$ cat config.mk
export PLATFORM = sky130hd
export DESIGN_NAME = fft_input_loader
export DESIGN_NICKNAME = d
export VERILOG_FILES = /design/src/rtl/fft_input_loader.sv
export SDC_FILE = /design/constraint.sdc
export NUM_CORES = 1
export LEC_CHECK = 0
export CAP_MARGIN = 10
export CORE_AREA = 4 4 89 91
export CTS_BUF_LIST = sky130_fd_sc_hd__clkbuf_4
export CTS_CLUSTER_SIZE = 30
export DETAILED_ROUTE_END_ITERATION = 10
export DIE_AREA = 0 0 93 95
export PLACE_DENSITY = 0.82
export SETUP_SLACK_MARGIN = 0.02
export SLEW_MARGIN = 15
export SYNTH_ARGS = -nofsm -noshare
export SYNTH_HDL_FRONTEND = slang
export SYNTH_SLANG_ARGS = --single-unit
$ cat constraint.sdc
create_clock -name clk -period 1.6 [get_ports clk]
set_input_delay 0.32 -clock clk [delete_from_list [all_inputs] [get_ports clk]]
set_output_delay 0.32 -clock clk [all_outputs]
set_load 0.01 [all_outputs]
$ cat src/rtl/fft_input_loader.sv
// FFT input loader: streams one complex frame into the in-place FFT memory
// at bit-reversed addresses, zero-fills a short frame, then launches the FFT
// controller and holds off new samples until the controller reports done.
//
// state    | meaning
// ---------+-----------------------------------------------------------
// LOAD     | accepting samples, one memory write per accepted sample
// FILL     | short frame: writing zeros to the remaining addresses
// FLUSH    | last write is on the bus; start pulse is launched next
// START    | flag_start_FFT high for this single cycle
// WAIT_FFT | frame owned by the FFT controller, waiting for done_i

module fft_input_loader #(
  parameter int bit_width = 29,
  parameter int IN_WIDTH  = 16,
  parameter int N         = 16,
  parameter int SIZE      = 4
) (
  input  logic                 clk,
  input  logic                 rst_n,
  input  logic                 in_valid,
  output logic                 in_ready,
  input  logic [IN_WIDTH-1:0]  in_re,
  input  logic [IN_WIDTH-1:0]  in_im,
  input  logic                 in_last,
  input  logic                 done_i,
  output logic                 mem_wr_en,
  output logic [SIZE:0]        mem_wr_ptr,
  output logic [bit_width-1:0] mem_re,
  output logic [bit_width-1:0] mem_im,
  output logic                 flag_start_FFT,
  output logic                 busy,
  output logic                 frame_err,
  output logic [15:0]          frame_cnt
);

  typedef enum logic [2:0] {
    S_LOAD,
    S_FILL,
    S_FLUSH,
    S_START,
    S_WAIT_FFT
  } state_t;

  localparam logic [SIZE-1:0] LAST_IDX = SIZE'(N - 1);

  state_t               state;
  logic [SIZE-1:0]      cnt;
  logic                 started;
  logic                 accept;
  logic [bit_width-1:0] ext_re;
  logic [bit_width-1:0] ext_im;

  // Reverse the order of the low SIZE address bits.
  function automatic logic [SIZE-1:0] bitrev(input logic [SIZE-1:0] a);
    logic [SIZE-1:0] r;
    r = '0;
    for (int i = 0; i < SIZE; i++) begin
      r[i] = a[SIZE-1-i];
    end
    return r;
  endfunction

  // started keeps in_ready low until the first clock after reset release,
  // even though the state register already sits in LOAD during reset.
  assign in_ready = started && (state == S_LOAD);
  assign accept   = in_valid && in_ready;

  // Sign extension by casting the signed sample up to the datapath width.
  assign ext_re = bit_width'($signed(in_re));
  assign ext_im = bit_width'($signed(in_im));

  // Frame sequencing FSM with all memory-side and control outputs registered.
  always_ff @(posedge clk or negedge rst_n) begin
    if (!rst_n) begin
      state          <= S_LOAD;
      cnt            <= '0;
      started        <= 1'b0;
      mem_wr_en      <= 1'b0;
      mem_wr_ptr     <= '0;
      mem_re         <= '0;
      mem_im         <= '0;
      flag_start_FFT <= 1'b0;
      busy           <= 1'b0;
      frame_err      <= 1'b0;
      frame_cnt      <= '0;
    end else begin
      started        <= 1'b1;
      mem_wr_en      <= 1'b0;
      flag_start_FFT <= 1'b0;
      frame_err      <= 1'b0;
      case (state)
        S_LOAD: begin
          if (accept) begin
            mem_wr_en  <= 1'b1;
            mem_wr_ptr <= {1'b0, bitrev(cnt)};
            mem_re     <= ext_re;
            mem_im     <= ext_im;
            cnt        <= cnt + 1'b1;
            if (cnt == LAST_IDX) begin
              // A full frame closes here whether or not in_last was seen.
              frame_err <= ~in_last;
              state     <= S_FLUSH;
            end else if (in_last) begin
              frame_err <= 1'b1;
              state     <= S_FILL;
            end
          end
        end
        S_FILL: begin
          mem_wr_en  <= 1'b1;
          mem_wr_ptr <= {1'b0, bitrev(cnt)};
          mem_re     <= '0;
          mem_im     <= '0;
          cnt        <= cnt + 1'b1;
          if (cnt == LAST_IDX) begin
            state <= S_FLUSH;
          end
        end
        S_FLUSH: begin
          flag_start_FFT <= 1'b1;
          busy           <= 1'b1;
          state          <= S_START;
        end
        S_START: begin
          state <= S_WAIT_FFT;
        end
        S_WAIT_FFT: begin
          if (done_i) begin
            frame_cnt <= frame_cnt + 16'd1;
            cnt       <= '0;
            busy      <= 1'b0;
            state     <= S_LOAD;
          end
        end
        default: begin
          state <= S_LOAD;
        end
      endcase
    end
  end

endmodule
==> results.toml <==
[logic_synthesis]
avgSynthCellArea_um2 = 12.2
synth_seq_cells = 64
netlist_instances = 225
yosys-top-cells-area = "dfrtp_1 (58%), a22o_1 (10%), buf_4 (7.9%)"
yosysSeqAreaShare_pct = 58.3
synthesis.area_um2 = 2750
synth_edf_count = 0
synth_fp_nets = 264
yosysWarnings = 0
synthFlopType = "dfrtp_1"
yosys.area.top_type = "dfrtp_1"
synth.distinct_cells = 35
synth_top_area_share_pct = 58.3
synth-async-reset-ratio_pct = 100

[timing]
finalCritPeriodShare_pct = 102
rsz0062_at_grt = "yes"
setup_ws_ns = -0.0370
setup-violations-final = 6
finClkSkew_ns = 0.0172
layout_min_cycle_time_ns = 1.64
slew_violations = 0
hold_slack_ns = 0.454
finalSetupTns_ns = -0.125
finalHoldViolations = 0
fmax_mhz = 611

[drt]
ant_nets = 0
drt_wl_total_um = 7290
avgRoutedWirePerCell_um = 16.0
remaining_drc_errors = 0
dr_total_vias = 2181
vias_per_cell = 4.77
firstDrtPassIters = 4
drt_iter0_drc = 64

[clock_network]
cts_tree = "built"
clockRootBuffer = "clkbuf_4"
cts_sinks = 64
cts_max_level = 3
cts-buffers-inserted = 9
clk_latency_ns = 0.40
clock_path_buffers = 2
clk_pin_slew_ns = 0.12

[global_routing]
antenna_found_initial = 0
grt_max_degree = 65
grt_pass1_vias = 2239
overflow = 0
grt_pass1_wl_um = 11000
track_usage_pct = 16.0

[pwr]
power.total_mw = 6.97
vdd_drop_max_mv = 1.01
p_leak_nw = 2.22
power_density_nw_per_um2 = 1640

[finish]
fillCellCount = 606
stdcell_count = 457
syn_to_final_growth_pct = 54.9
layout_common_cells = "dfrtp_1 (61), dlygate4sd2_1 (54), clkdlybuf4s50_1 (35)"
design_area_um2 = 4250
antennaDiodeCount = 0
fin_nets = 392
drive_above_1_share_pct = 26.5
layout_commonest_cell = "dfrtp_1"

[placed_design]
hpwl_um = 4780
port_buffers = 119
dpl-instance-area_um2 = 3890
gp_congestion = 0.767
post-place-cells = 416

[die]
top_level_ports = 121
initial_core_util_pct = 38.5
die_area_um2 = 8840
core_area_um2 = 7140
die_w_um = 93
chipHeight_um = 95
fp-row-count = 31

[critical_path]
endpoint_kind = "register"
critPathMaxFanout = 6
cp-start-kind = "register"
crit_type = "reg -> reg"
critical_path_required_ns = 1.89
cp_data_arrival_time_ns = 1.93

[run_status]
violations = "negative setup slack"
status = "finished with violations"

[job]
drv_cap = 0

[worst_hold_path]
min_path_type = "in -> async"
-- state kept, by name (all words and copies together), names as in the netlist --
register and count:
flag_start_FFT 1, mem_wr_en 1, state 3, mem_im 16, busy 1, cnt 4, started 1, mem_wr_ptr 4
mem_re 16, frame_cnt 16, frame_err 1
-- area by class of cell --
type,instances,area [µm²],area share [%]
inverters,3,11.3,0.265
clock buffers,9,67.6,1.59
well taps,99,124,2.91
repair buffers,156,1400,33.0
flip-flops and latches,64,1610,37.7
clock inverters,7,110,2.59
multi-input cells,119,932,21.9
-- metal layers --
layer / global-route usage, % / up-vias / share of wire, %
met5: 0 / - / 0
met4: 6.47 / 0 / 1.6
met3: 5.50 / 13 / 6.3
met2: 27.7 / 78 / 52
met1: 18.3 / 1081 / 40
li1: - / 1009 / -
-- cells in the mapped netlist, types with 3 or more instances --
library cell / count
dfrtp_1: 64
a22o_1: 32
buf_4: 29
nand2_1: 22
xnor2_1: 12
buf_2: 6
nand3_1: 6
and3_1: 4
nand4_1: 4
nor2_1: 4
a21oi_1: 3
and2_1: 3
nor3_1: 3
xor2_1: 3
-- cell families (layout without fill, tap and decap cells) --
| kind of cell | after synthesis | after routing | synth area share, % |
|---|---|---|---|
| flip-flops | 64 | 64 | 58.3 |
| AND/OR/NAND/NOR | 55 | 55 | 10.8 |
| AO/OA/AOI/OAI | 42 | 42 | 12.9 |
| buffers and inverters | 42 | 175 | 10.5 |
| XOR/XNOR | 16 | 16 | 5.38 |
| adder cells (fa/ha/maj) | 2 | 2 | 0.911 |
| other | 2 | 2 | 0.274 |
| multiplexers | 2 | 2 | 0.820 |
-- worst max-delay path, cell delays in order (launching register included) --
cell and delay, ns:
dfrtp_1 0.44, buf_6 0.15, or3_4 0.47, inv_2 0.12, nor2_4 0.05, a221o_1 0.30
-- power breakdown --
part	total, mW	internal (mW)	switching [mW]
sequential	2.39	2.09	0.300
clock	1.38	0.779	0.604
combinational	3.20	1.69	1.50
total	6.97	4.56	2.41
-- timing repair --
action,CTS,global route
hold buffers,1,0
buffers inserted,15,6
pin swaps,7,41
gates cloned,0,3
gates resized for setup,117,47
setup endpoints to repair,121,44
hold endpoints to repair,64,0
-- final timing paths --
kind                                      startpoint                         to  slack (ns)  cells after the start
max in group asynchronous                      rst_n   frame_cnt[5]$_DFFE_PN0P_        0.82                      3
min in group clk           frame_cnt[15]$_DFFE_PN0P_  frame_cnt[15]$_DFFE_PN0P_        0.48                      1
hold / removal                                 rst_n     mem_im[11]$_DFFE_PN0P_        0.45                      3
setup reg to reg                state[1]$_DFFE_PN0P_         cnt[2]$_DFFE_PN0P_       -0.04                      5
setup / recovery                state[1]$_DFFE_PN0P_         cnt[2]$_DFFE_PN0P_       -0.04                      5
hold reg to reg            frame_cnt[15]$_DFFE_PN0P_  frame_cnt[15]$_DFFE_PN0P_        0.48                      1
-- per-stage QoR --
| step | utilization [%] | setup slack [ns] |
|---|---|---|
| 3_5_place_dp | 54.5 | -0.380 |
| 6_report | 59.6 | -0.0370 |
| 5_1_grt | 59.6 | -0.132 |
| 2_1_floorplan | - | 0.0543 |
| 3_3_place_gp | 54.5 | -0.331 |
| 4_1_cts | 58.1 | -0.0401 |
No activity file was read; power rests on OpenSTA's default activity.
